==> src/rtl/score_ram_sched.sv <==
// Scores_RAM sequencer: writes the gap-penalty boundary row on start, then
// arbitrates the RAM write port (compute engine) and read port (reader).
//
// Ports:
//   clk, rst            clock, synchronous active-high reset
//   start, gap          latch gap and run the init pass (ignored during init)
//   busy, init_done     init pass in progress / one-cycle completion pulse
//   wr_req/addr/data    write request, accepted when wr_req && wr_ready
//   rd_req/addr         read request, accepted when rd_req && rd_ready
//   rd_valid, rd_data   read result, three cycles after acceptance
//   addr_err            sticky out-of-range flag, cleared by rst or start
//   ram_*               Scores_RAM control, address and data pins
module score_ram_sched #(
    parameter int N       = 128,
    parameter int BitAddr = $clog2(N + 1)
) (
    input  logic             clk,
    input  logic             rst,
    input  logic             start,
    input  logic [8:0]       gap,
    output logic             busy,
    output logic             init_done,
    input  logic             wr_req,
    input  logic [BitAddr:0] wr_addr,
    input  logic [8:0]       wr_data,
    output logic             wr_ready,
    input  logic             rd_req,
    input  logic [BitAddr:0] rd_addr,
    output logic             rd_ready,
    output logic             rd_valid,
    output logic [8:0]       rd_data,
    output logic             addr_err,
    output logic [8:0]       ram_din,
    output logic             ram_en_din,
    output logic             ram_we,
    output logic [BitAddr:0] ram_addr_din,
    output logic             ram_en_dout,
    output logic [BitAddr:0] ram_addr_dout,
    input  logic [8:0]       ram_dout
);

    localparam int AW = BitAddr + 1;
    localparam logic [AW-1:0] NMAX = AW'(N);

    typedef enum logic [1:0] {IDLE, INIT, RUN} state_t;

    state_t        state_q, state_d;
    logic [AW-1:0] i_q;
    logic [8:0]    acc_q;
    logic [8:0]    gap_q;
    logic          init_done_q;
    logic          addr_err_q;
    logic          wr_v_q;
    logic [AW-1:0] wr_addr_q;
    logic [8:0]    wr_data_q;
    logic          rd_en_q;
    logic [AW-1:0] rd_addr_q;
    logic          p1_v_q, p2_v_q, p2_ok_q;
    logic          rd_valid_q;
    logic [8:0]    rd_data_q;

    logic in_init, in_run, go;
    logic wr_acc, rd_acc, wr_oor, rd_oor;

    assign in_init = (state_q == INIT);
    assign in_run  = (state_q == RUN);
    // start is only honoured outside the init pass
    assign go      = start && !in_init;
    assign wr_oor  = (wr_addr > NMAX);
    assign rd_oor  = (rd_addr > NMAX);
    assign wr_acc  = wr_req && wr_ready;
    assign rd_acc  = rd_req && rd_ready;

    always_ff @(posedge clk) begin
        if (rst) begin
            state_q <= IDLE;
        end else begin
            state_q <= state_d;
        end
    end

    always_comb begin
        state_d = state_q;
        unique case (state_q)
            IDLE:    if (start) state_d = INIT;
            INIT:    if (i_q == NMAX) state_d = RUN;
            RUN:     if (start) state_d = INIT;
            default: state_d = IDLE;
        endcase
    end

    always_ff @(posedge clk) begin
        if (rst) begin
            i_q         <= '0;
            acc_q       <= '0;
            gap_q       <= '0;
            init_done_q <= 1'b0;
            addr_err_q  <= 1'b0;
            wr_v_q      <= 1'b0;
            wr_addr_q   <= '0;
            wr_data_q   <= '0;
            rd_en_q     <= 1'b0;
            rd_addr_q   <= '0;
            p1_v_q      <= 1'b0;
            p2_v_q      <= 1'b0;
            p2_ok_q     <= 1'b0;
            rd_valid_q  <= 1'b0;
            rd_data_q   <= '0;
        end else begin
            if (go) begin
                gap_q <= gap;
                i_q   <= '0;
                acc_q <= '0;
            end else if (in_init) begin
                i_q   <= i_q + AW'(1);
                acc_q <= acc_q + gap_q;
            end
            init_done_q <= in_init && (i_q == NMAX);

            if (go) begin
                addr_err_q <= 1'b0;
            end else if ((wr_acc && wr_oor) || (rd_acc && rd_oor)) begin
                addr_err_q <= 1'b1;
            end

            // out-of-range requests are accepted but never reach the RAM
            wr_v_q <= wr_acc && !wr_oor;
            if (wr_acc && !wr_oor) begin
                wr_addr_q <= wr_addr;
                wr_data_q <= wr_data;
            end

            rd_en_q <= rd_acc && !rd_oor;
            if (rd_acc && !rd_oor) begin
                rd_addr_q <= rd_addr;
            end
            p1_v_q     <= rd_acc;
            p2_v_q     <= p1_v_q;
            p2_ok_q    <= rd_en_q;
            rd_valid_q <= p2_v_q;
            if (p2_v_q) begin
                rd_data_q <= p2_ok_q ? ram_dout : 9'h000;
            end
        end
    end

    always_comb begin
        busy      = in_init;
        init_done = init_done_q;
        wr_ready  = in_run;
        // hold a read off while a same-address write is being requested
        rd_ready  = in_run && !(wr_req && (wr_addr == rd_addr));
        rd_valid  = rd_valid_q;
        rd_data   = rd_data_q;
        addr_err  = addr_err_q;
        // the init pass owns the write port while it runs
        ram_en_din    = in_init || wr_v_q;
        ram_we        = in_init || wr_v_q;
        ram_addr_din  = in_init ? i_q : wr_addr_q;
        ram_din       = in_init ? acc_q : wr_data_q;
        ram_en_dout   = rd_en_q;
        ram_addr_dout = rd_addr_q;
    end

endmodule

==> config.mk <==
export PLATFORM = sky130hd
export DESIGN_NAME = score_ram_sched
export DESIGN_NICKNAME = d
export VERILOG_FILES = /design/src/rtl/score_ram_sched.sv
export SDC_FILE = /design/constraint.sdc
export NUM_CORES = 1
export LEC_CHECK = 0
export ABC_CLOCK_PERIOD_IN_PS = 3700
export BUFFER_PORTS_ARGS = -buffer_cell sky130_fd_sc_hd__buf_2
export CORE_MARGIN = 10
export CORE_UTILIZATION = 55
export CTS_CLUSTER_DIAMETER = 60
export DETAILED_ROUTE_END_ITERATION = 10
export HOLD_SLACK_MARGIN = 0.15
export PLACE_DENSITY = 0.83
export RECOVER_POWER = 100
export SLEW_MARGIN = 20
export SYNTH_ARGS = -nofsm -noshare
export SYNTH_HDL_FRONTEND = slang
export SYNTH_SLANG_ARGS = --single-unit
==> constraint.sdc <==
create_clock -name clk -period 3.7 [get_ports clk]
set_input_delay 0.185 -clock clk [delete_from_list [all_inputs] [get_ports clk]]
set_output_delay 0.185 -clock clk [all_outputs]
set_load 0.02 [all_outputs]
==> reports/results.tsv, run 1 <==
stage	metric	value	unit
timing	worst_clock_skew	0.00956	ns
drt	dr_total_vias	3375	
power	p_leak	1.82	nW
drt	detailedRoute.firstIterationViolations	152	
clock_tree	tritoncts	built	
global_routing	largest_net_degree_at_the_start_of_global_routing	41	
global_routing	grt_pass1_wl	16300	µm
drt	drtAntennaViolNets	0	
clock_tree	insertion_delay	0.35	ns
clock_tree	cts.clk_slew.worst_paths	0.08	ns
floorplan	rows	28	
timing	fmaxAchievable	0.366	GHz
drt	detail_route.drc_violations	0	
floorplan	die-height	99.4	µm
drt	postRouteWirelength	10100	µm
timing	rsz0062_at_grt	no	
worst_setup_path	rr_startpoint	state_q[0]	
timing	slew_violations	36	
final_layout	core_utilization_of_the_finished_layout	75.6	%
worst_setup_path	critical_path.startpoint	wr_addr[3]	
clock_tree	post_cts_resized	0	
synth	asyncSetResetFlopFracSynth	0	%
worst_setup_path	timing.critical_path.cells	dlygate4sd3_1 -> clkbuf_1 -> nor4_1 -> nand2_1 -> a211oi_1 -> buf_6 -> mux2i_1 -> nor2_1	
synth	ys_types	43	
worst_setup_path	critPathMaxStageDelay	1.05	ns
timing	slew_limit_headroom	-1.91	%
worst_setup_path	cp.arrival	2.92	ns
timing	timing.final.crit_share	73.8	%
synth	ys_seq_area_share	42.2	%
timing	max_slew.worst_pin.slew	1.53	ns
timing	finalSetupViolCount	0	
worst_setup_path	path_delay_family	compound AO/OA/AOI/OAI gates	
floorplan	fp.coreArea	0.00603	mm²
placed_design	dp_hpwl	6720	µm
timing	count_of_endpoints_failing_hold_in_the_final_timing_report	0	
synth	ys_dominant_reg_cell	sky130_fd_sc_hd__dfxtp_1	
clock_tree	ctsLongestPathBuffers	2	
final_layout	syn_to_final_growth	31.6	%
synth	syn-cell-area	0.00346	mm²
power	vdd_drop_max	0.368	mV
global_routing	gr-usage-all-layers	20.0	%
final_layout	antenna_cells	0	
run_status	status	finished with violations	
global_routing	globalRoute.totalOverflow	0	
worst_setup_path	timing.setup.critical_path_class	input pin to flop	
synth	syn-num-nets	484	
timing	setup_tns_final	0	ns
hold_path	holdCritPathClass	input pin to flop	
run_status	violated_checks	capacitance limit, slew limit	
synth	syn_area_per_cell	8.19	µm²
clock_tree	post_cts.repair.setup_buffers	0	
hold_path	hold_start	wr_req	
drt	route.detailed.vias_per_inst	5.34	
final_layout	drive_gt1_share	11.7	%
drt	post_drt_wl_per_cell	16.0	µm
power	power_per_cell_area	387	mW/mm²
floorplan	floorplan.die_area	0.00987	mm²
synth	synth_enable_flop_cells	0	
clock_tree	cts_made_buffers	9	
clock_tree	cts.sink_count	73	
clock_tree	clk_root_buffer_cell	sky130_fd_sc_hd__clkbuf_8	
job	drv.max_cap_violation_count	1	
clock_tree	post_cts_hold_buffer_count	45	
worst_setup_path	worstSetupStartpointType	input pin	
worst_setup_path	path_max_fanout	12	
placed_design	buffer_ports.inserted	94	
floorplan	floorplan.initialDensity	57.5	%
worst_setup_path	critical-path-slowest-cell	sky130_fd_sc_hd__a211oi_1	
synth	yosysWarningCount	0	
global_routing	antenna_found_initial	0	
final_layout	final_net_count	613	
placed_design	place.gp.congestion	0.909	
floorplan	ioPinCount	95	
clock_tree	ctsHtreeMaxLevel	3	
final_layout	fillerInstances	465	
synth	ys_ff_latch	73	
timing	period_minus_slack	2.73	ns
synth	post_synthesis_cells	423	
global_routing	first_global_vias	3322	
floorplan	chip_width	99.4	µm
worst_setup_path	timing.critical_path.to_type	flop	
worst_setup_path	worst-endpoint-required	3.89	ns
worst_setup_path	buffers_and_inverters_on_the_worst_path	3	
drt	detailed_routing_iterations_pass_1	4	
## flip-flops by register name (all words and copies together) (netlist names), 2 cells and up
name	cells
wr_data_q	9
state_q	2
acc_q	9
wr_addr_q	9
rd_data	9
ram_addr_dout	9
gap_q	9
i_q	9
## Yosys cell counts (all sizes together) (9+ instances only)
master	count	area share [%]
nand2	90	9.8
dfxtp	73	42
nor2	39	4.2
a21oi	36	5.2
mux2i	28	8.1
nand2b	23	4.2
clkbuf	15	1.6
nor2b	15	2.7
ha	10	3.6
o21ai	10	1.4
xnor2	10	2.5
buf	9	1.9
## path summary, 6_finish.rpt
check	endpoint	slack, ns	cells after the start
worst max-delay path	wr_addr_q[6]	0.97	8
worst min-delay path	wr_v_q	0.14	3
worst max register to register	wr_addr_q[6]	1.19	6
worst min register to register	p2_v_q	0.46	1
## cells in the final DEF, fill, tap and decap left out, types with 2 or more instances in the layout
master                           n
sky130_fd_sc_hd__and3_1          2
sky130_fd_sc_hd__mux2i_1        28
sky130_fd_sc_hd__a31oi_1         2
sky130_fd_sc_hd__nor4_1          3
sky130_fd_sc_hd__nor4b_1         2
sky130_fd_sc_hd__xor2_1          4
sky130_fd_sc_hd__bufinv_16       3
sky130_fd_sc_hd__clkbuf_8        9
sky130_fd_sc_hd__nor3_1          7
sky130_fd_sc_hd__inv_1           7
sky130_fd_sc_hd__nand3_1         5
sky130_fd_sc_hd__nand2b_1       23
sky130_fd_sc_hd__o21ai_0        10
sky130_fd_sc_hd__nor2b_1        15
sky130_fd_sc_hd__nand2_1        90
sky130_fd_sc_hd__xnor2_1        10
sky130_fd_sc_hd__a21oi_1        36
sky130_fd_sc_hd__dfxtp_1        73
sky130_fd_sc_hd__nor3b_1         3
sky130_fd_sc_hd__nor2_1         39
sky130_fd_sc_hd__dlygate4sd3_1  45
sky130_fd_sc_hd__buf_2          45
sky130_fd_sc_hd__nand4_1         6
sky130_fd_sc_hd__clkbuf_1       50
sky130_fd_sc_hd__a21o_1          2
sky130_fd_sc_hd__ha_1           10
sky130_fd_sc_hd__a211oi_1        2
sky130_fd_sc_hd__or3_1           7
## routing by layer
metal | share of wire (%) | up-vias | global-route usage [%]
li1 | - | 1672 | -
met1 | 44 | 1550 | 24.2
met2 | 47 | 136 | 33.0
met3 | 7.4 | 17 | 5.33
met4 | 1.8 | 0 | 7.50
met5 | 0 | - | 0
## worst register-to-register path, cell delays in order (launching register included)
cell                       delay (ns)
sky130_fd_sc_hd__dfxtp_1         0.33
sky130_fd_sc_hd__and2b_1         0.30
sky130_fd_sc_hd__nand2_1         0.11
sky130_fd_sc_hd__a211oi_1        1.03
sky130_fd_sc_hd__buf_6           0.30
sky130_fd_sc_hd__mux2i_1         0.24
sky130_fd_sc_hd__nor2_1          0.05
## cell families (layout without fill, tap and decap cells)
family                     Yosys count  count (layout)  share of synthesized area, %
and+or+nand+nor                    208             208                          28.3
DFF                                 73              73                          42.2
AOI/OAI and AO/OA                   58              58                          9.39
buffers and inverters               31             165                          4.30
muxes                               28              28                          8.09
xor gates and xnor gates            14              14                          3.54
adders and majority gates           11              11                          4.19
## area by class of cell
type	count	area, µm²	area share [%]
Multi-Input combinational cell	319	1840	40.5
Clock buffer	9	124	2.72
Sequential cell	73	1460	32.1
Clock inverter	7	126	2.77
Timing Repair Buffer	142	882	19.4
Tap cell	75	93.8	2.06
Inverter	7	26.3	0.576
## metrics by stage
stage               power, mW  hold WS [ns]  instance area, µm²  worst slack [ns]  std cells
CTS                      1.77         0.155                4630              1.30        631
detailed placement      0.965         0.423                3930              1.45        570
global placement        0.961         0.414                3930              1.52        570
finish                   1.76         0.138                4560             0.970        632
global route             1.83         0.142                4560             0.803        632
floorplan               0.909         0.321                3460              1.92        423
## where the power goes
group          total, mW  leakage, nW  internal [mW]  switching (mW)
clock network      0.778        0.122          0.456           0.322
registers          0.804        0.590          0.795         0.00884
logic              0.182         1.11         0.0850          0.0973
No activity file was read; power rests on OpenSTA's default activity.
==> run 2, diff against run 1 <==
- ABC_CLOCK_PERIOD_IN_PS: 3700 -> 2440
- CORE_UTILIZATION: 55 -> 47
- PLACE_DENSITY: 0.83 -> 0.76
- clock period: 3.7 -> 2.44 ns (I/O delays scaled with it)
==> run 2 against run 1 <==
  * The flow finishes with violations (capacitance limit)
  * Final area increased by 1.9%
  * Non-clock buffer count is 5 higher
  * Via count down 0.15%
  * Setup slack got worse by 0.68 ns
  * Wire length is 4.5% lower
  * Sequential share of layout area is 0.59 points lower
  * First-iteration DRC count is 21% lower
  * Total power grew 51%
  * Clock power rose by 49%
  * Sequential power grew 52%
  * Combinational power is 56% higher
  * Critical endpoint is now ram_din[8]
  * Die area up 13%
==> reports/results.tsv, run 2 (synthesis results as in run 1) <==
stage	metric	value	unit	change
run_status	status	finished with violations		
worst_setup_path	worst-endpoint-required	2.32	ns	-1.57 ns
timing	count_of_endpoints_failing_hold_in_the_final_timing_report	0		unchanged
timing	period_minus_slack	2.15	ns	
drt	post_drt_wl_per_cell	14.6	µm	-8.7%
timing	max_slew.worst_pin.slew	1.49	ns	-0.0366 ns
drt	detailedRoute.firstIterationViolations	120		-21%
power	power.share.switching	23.7	%	-0.57 points
hold_path	holdCritPathClass	input pin to flop		
global_routing	antenna_found_initial	0		unchanged
timing	rsz0062_at_grt	no		
floorplan	die-height	106	µm	+6.5%
placed_design	place.gp.congestion	0.898		-1.2%
worst_setup_path	timing.setup.critical_path_class	flop to output pin		
timing	slew_limit_headroom	0.527	%	+2.4 points
job	drv.max_cap_violation_count	1		unchanged
timing	setup_tns_final	0	ns	unchanged
final_layout	ff_latch_area	0.00146	mm²	unchanged
floorplan	floorplan.die_area	0.0112	mm²	+13%
timing	timing.final.crit_share	88.1	%	
power	combinationalPowerShare	10.7	%	+0.4 points
placed_design	dp_hpwl	6750	µm	+0.39%
worst_setup_path	timing.critical_path.to_type	output pin		
placed_design	placedCellCount	596		+4.6%
floorplan	rows	31		+11%
run_status	violated_checks	capacitance limit		
final_layout	most_common_library_cell_in_the_layout_ignoring_fill_and_taps	sky130_fd_sc_hd__nand2_1		
timing	worst_clock_skew	0.00989	ns	+0.000326 ns
timing	finalSetupViolCount	0		unchanged
power	intPower	2.03	mW	+52%
final_layout	antenna_cells	0		unchanged
floorplan	chip_width	106	µm	+6.5%
power	power_per_cell_area	573	mW/mm²	+48%
floorplan	ioPinCount	95		unchanged
floorplan	floorplan.initialDensity	48.0	%	-9.5 points
global_routing	first_global_vias	3283		-1.2%
clock_tree	tritoncts	built		
power	vdd_drop_max	0.269	mV	-27%
clock_tree	cts_made_buffers	9		unchanged
worst_setup_path	path_max_fanout	19		+7
worst_setup_path	cp.arrival	2.03	ns	-0.89 ns
final_layout	fillerInstances	646		+39%
worst_setup_path	critical-path-top-cell-by-count	sky130_fd_sc_hd__nand2_1		
final_layout	multi_input_area	0.00186	mm²	+0.68%
clock_tree	insertion_delay	0.35	ns	about the same
global_routing	globalRoute.totalOverflow	0		unchanged
power	switching_power	0.631	mW	+47%
worst_setup_path	timing.critical_path.cells	nand2b_1 -> inv_1 -> buf_4 -> nand2_1 -> nand2_1 -> clkbuf_1		
clock_tree	cts.clk_slew.worst_paths	0.08	ns	about the same
clock_tree	ctsHtreeMaxLevel	3		unchanged
power	total_power	2.66	mW	+51%
clock_tree	cts.sink_count	73		unchanged
floorplan	fp.coreArea	0.00721	mm²	+20%
timing	slew_violations	0		-100%
power	clkPwrFrac	43.5	%	-0.6 points
worst_setup_path	critical-path-slowest-cell	sky130_fd_sc_hd__inv_1		
drt	route.detailed.vias_per_inst	5.10		-4.5%
global_routing	gr-usage-all-layers	17.0	%	-2.9 points
final_layout	layoutNonFillerInstCount	661		+4.6%
drt	detailed_routing_iterations_pass_1	4		unchanged
clock_tree	ctsLongestPathBuffers	2		unchanged
drt	detail_route.drc_violations	0		unchanged
power	power.share.sequential	45.8	%	+0.2 points
global_routing	grt_pass1_wl	15900	µm	-2.9%
timing	worst_hold_slack	0.342	ns	+0.205 ns
final_layout	syn_to_final_growth	34.0	%	
global_routing	largest_net_degree_at_the_start_of_global_routing	42		+2.4%
worst_setup_path	worstSetupStartpointType	flop		
power	p_leak	1.85	nW	+1.5%
drt	postRouteWirelength	9670	µm	-4.5%
final_layout	drive_gt1_share	12.3	%	+0.61 points
final_layout	final_net_count	618		+0.82%
clock_tree	clk_root_buffer_cell	sky130_fd_sc_hd__clkbuf_8		
timing	fmaxAchievable	0.465	GHz	
worst_setup_path	critPathMaxStageDelay	0.33	ns	-0.72 ns
placed_design	buffer_ports.inserted	94		unchanged
drt	drtAntennaViolNets	0		unchanged
drt	dr_total_vias	3370		-0.15%
final_layout	most-common-layout-cells	90 x sky130_fd_sc_hd__nand2_1, 73 x sky130_fd_sc_hd__dfxtp_1, 49 x sky130_fd_sc_hd__dlygate4sd3_1		
-- run 2: power by group through the flow --
stage,registers (mW),logic [mW],clock network [mW]
finish,1.22,0.284,1.16
global route,1.22,0.316,1.24
CTS,1.22,0.282,1.17
detailed placement,1.25,0.220,0
global placement,1.25,0.216,0
floorplan,1.24,0.136,0
-- run 2: cell type report --
type | instances | area share (%)
Tap cell | 99 | 2.67
Clock inverter | 7 | 2.69
Clock buffer | 9 | 2.67
Timing Repair Buffer | 147 | 19.9
Sequential cell | 73 | 31.5
Multi-Input combinational cell | 319 | 40.0
Inverter | 7 | 0.566
-- run 2: final timing paths --
check	start	endpoint	slack, ns	cells past startpoint
worst max-delay path	state_q[1]	ram_din[8]	0.29	6
worst min-delay path	rst	state_q[0]	0.34	2
worst max register to register	state_q[0]	wr_addr_q[4]	0.45	6
worst min register to register	p1_v_q	p2_v_q	0.44	1
-- run 2: per-layer routing --
| metal | GRT usage (%) | vias to the layer above | wire (µm) |
|---|---|---|---|
| met5 | 0 | - | 0 |
| met4 | 8.03 | 0 | 287 |
| met3 | 4.57 | 24 | 583 |
| met2 | 27.8 | 116 | 4440 |
| met1 | 20.4 | 1549 | 4360 |
| li1 | - | 1681 | - |
-- run 2: critical path: cells and delay by family (launching register included) --
| family | cells | cell delay (ns) |
|---|---|---|
| simple gates | 3 | 0.50 |
| flops | 1 | 0.31 |
| buf+inv | 3 | 0.87 |
-- run 2: repair_timing --
item	in CTS	in global routing
hold endpoints to repair	48	0
endpoints found under the setup margin	0	0
setup buffers	0	0
hold buffers	49	0
gates resized for setup	0	0
-- run 2: through the flow --
stage / setup WS [ns] / area, µm² / util [%]
2_1_floorplan: 0.656 / 3460 / -
3_3_place_gp: 0.608 / 3970 / 55.1
3_5_place_dp: 0.550 / 3970 / 55.1
4_1_cts: 0.392 / 4710 / 65.3
5_1_grt: 0.154 / 4640 / 64.4
6_report: 0.291 / 4640 / 64.4
==> run 3, diff against run 2 <==
- ABC_CLOCK_PERIOD_IN_PS: 2440 -> 2200
- CORE_UTILIZATION: 47 -> 52
- PLACE_DENSITY: 0.76 -> 0.79
- SETUP_SLACK_MARGIN: default -> 0.3
- clock period: 2.44 -> 2.2 ns (I/O delays scaled with it)
==> run 3 against run 2 <==
  * The run now ends clean
  * Clock-buffer cell count stayed put
  * Clock skew shrank 0.0038 ns
  * Global-route usage up 2.9 points
  * Die area shrank 7.8%
  * Sequential cell count did not move
  * Via count rose by 4.5%
  * Setup slack worse by 0.058 ns
  * First-iteration DRC count is 88% higher
  * Register-to-register slack lost 0.19 ns
==> reports/results.tsv, run 3 (synthesis results as in run 1) <==
stage	metric	value	unit	change
clock_tree	cts_made_buffers	9		unchanged
timing	finalSetupViolCount	0		unchanged
floorplan	chip_width	102	µm	-4.0%
worst_setup_path	buffers_and_inverters_on_the_worst_path	3		unchanged
timing	worst_hold_slack	0.469	ns	+0.127 ns
clock_tree	cts.clk_slew.worst_paths	0.08	ns	about the same
clock_tree	ctsHtreeMaxLevel	3		unchanged
floorplan	rows	29		-6.5%
drt	route.detailed.vias_per_inst	5.47		+7.3%
floorplan	ioPinCount	95		unchanged
worst_setup_path	critPathMaxStageDelay	0.57	ns	+0.24 ns
floorplan	floorplan.initialDensity	53.9	%	+5.9 points
final_layout	syn_to_final_growth	35.1	%	
final_layout	most_common_library_cell_in_the_layout_ignoring_fill_and_taps	sky130_fd_sc_hd__nand2_1		
worst_setup_path	timing.setup.critical_path_class	input pin to flop		
hold_path	holdCritPathClass	flop to flop		
timing	slew_limit_headroom	22.5	%	+22 points
floorplan	fp.coreArea	0.00642	mm²	-11%
placed_design	place.gp.congestion	0.865		-3.7%
global_routing	gr-usage-all-layers	20.0	%	+2.9 points
power	p_leak	1.88	nW	+1.8%
power	power_per_cell_area	637	mW/mm²	+11%
global_routing	grt_pass1_wl	16600	µm	+4.5%
clock_tree	cts.sink_count	73		unchanged
worst_setup_path	critical-path-top-cell-by-count	sky130_fd_sc_hd__dlygate4sd3_1		
timing	timing.final.crit_share	89.4	%	
clock_tree	insertion_delay	0.35	ns	about the same
timing	period_minus_slack	1.97	ns	
clock_tree	ctsLongestPathBuffers	2		unchanged
drt	detail_route.drc_violations	0		unchanged
final_layout	layoutNonFillerInstCount	644		-2.6%
drt	post_drt_wl_per_cell	17.0	µm	+16%
global_routing	first_global_vias	3394		+3.4%
timing	count_of_endpoints_failing_hold_in_the_final_timing_report	0		unchanged
global_routing	largest_net_degree_at_the_start_of_global_routing	46		+9.5%
floorplan	floorplan.die_area	0.0103	mm²	-7.8%
final_layout	final_net_count	622		+0.65%
worst_setup_path	path_delay_family	buffers and inverters		
final_layout	fillerInstances	480		-26%
timing	fmaxAchievable	0.508	GHz	
final_layout	drive_gt1_share	14.0	%	+1.7 points
worst_setup_path	worst-endpoint-required	2.47	ns	+0.15 ns
timing	max_slew.worst_pin.slew	1.16	ns	-0.329 ns
worst_setup_path	path_max_fanout	3		-16
timing	worst_clock_skew	0.00607	ns	-0.00382 ns
global_routing	antenna_found_initial	0		unchanged
timing	setup_tns_final	0	ns	unchanged
floorplan	die-height	102	µm	-4.0%
drt	detailed_routing_iterations_pass_1	6		+2
drt	dr_total_vias	3523		+4.5%
drt	detailedRoute.firstIterationViolations	225		+88%
placed_design	dp_hpwl	6800	µm	+0.76%
worst_setup_path	timing.critical_path.cells	dlygate4sd3_1 -> buf_2 -> nor4_1 -> nand2_1 -> a21o_1 -> dlygate4sd3_1 -> nor3_1		
placed_design	buffer_ports.inserted	94		unchanged
worst_setup_path	worstSetupStartpointType	input pin		
run_status	status	completed		
worst_setup_path	cp.arrival	2.23	ns	+0.20 ns
timing	slew_violations	0		unchanged
worst_setup_path	critical-path-slowest-cell	sky130_fd_sc_hd__dlygate4sd3_1		
timing	rsz0062_at_grt	yes		
job	drv.max_cap_violation_count	0		-1
final_layout	most-common-layout-cells	90 x sky130_fd_sc_hd__nand2_1, 71 x sky130_fd_sc_hd__dfxtp_1, 50 x sky130_fd_sc_hd__dlygate4sd3_1, 50 x sky130_fd_sc_hd__buf_2, 45 x sky130_fd_sc_hd__clkbuf_1		
clock_tree	tritoncts	built		
drt	postRouteWirelength	10900	µm	+13%
worst_setup_path	timing.critical_path.to_type	flop		
placed_design	placedCellCount	576		-3.4%
clock_tree	clk_root_buffer_cell	sky130_fd_sc_hd__clkbuf_8		
power	vdd_drop_max	0.563	mV	+110%
drt	drtAntennaViolNets	0		unchanged
global_routing	globalRoute.totalOverflow	0		unchanged
-- run 3: where the power goes --
group / switching, mW / internal (mW) / total [mW]
Combinational: 0.174 / 0.154 / 0.328
Clock: 0.538 / 0.765 / 1.30
Sequential: 0.0138 / 1.34 / 1.35
Total: 0.725 / 2.26 / 2.98
-- run 3: layer usage --
metal / global-route usage, % / wire, µm
met4: 8.36 / 294
met3: 6.54 / 1020
met2: 32.7 / 5150
met5: 0 / 0
met1: 23.6 / 4450
-- run 3: final cells by class --
class	instances	area, µm²	area share, %
Clock buffer	9	124	2.65
Clock inverter	7	124	2.65
Sequential cell	73	1460	31.3
Inverter	7	26.3	0.561
Multi-Input combinational cell	319	1870	40.0
Timing Repair Buffer	151	970	20.7
Antenna cell	1	2.50	0.0535
Tap cell	77	96.3	2.06
-- run 3: stage by stage --
stage / cell area, µm² / setup slack [ns] / util (%) / total power, mW
floorplan: 3460 / 0.416 / - / 1.53
global placement: 3960 / 0.356 / 61.7 / 1.63
detailed placement: 3960 / 0.265 / 61.7 / 1.63
CTS: 4720 / 0.306 / 73.5 / 2.99
global route: 4680 / 0.145 / 72.8 / 3.09
finish: 4680 / 0.233 / 72.9 / 2.98
-- run 3: worst paths after layout --
path | startpoint | endpoint | slack, ns | cells after the start
max reg2reg | gap_q[0] | acc_q[8] | 0.26 | 8
min | gap_q[5] | gap_q[5] | 0.47 | 2
max | rd_addr[4] | ram_en_dout | 0.23 | 7
min reg2reg | gap_q[5] | gap_q[5] | 0.47 | 2
-- run 3: what timing repair did --
item,4_1_cts,5_1_grt
hold endpoints to repair,49,0
resized for setup,3,13
hold buffers,50,0
setup endpoints to repair,1,40
buffers inserted,0,1
pin swaps,0,5
cloned,0,0
-- run 3: tightest hold or removal path: stages, from the launching register on --
cell and delay (ns):
sky130_fd_sc_hd__dfxtp_1 0.32, sky130_fd_sc_hd__nand2_1 0.06, sky130_fd_sc_hd__a21oi_1 0.05
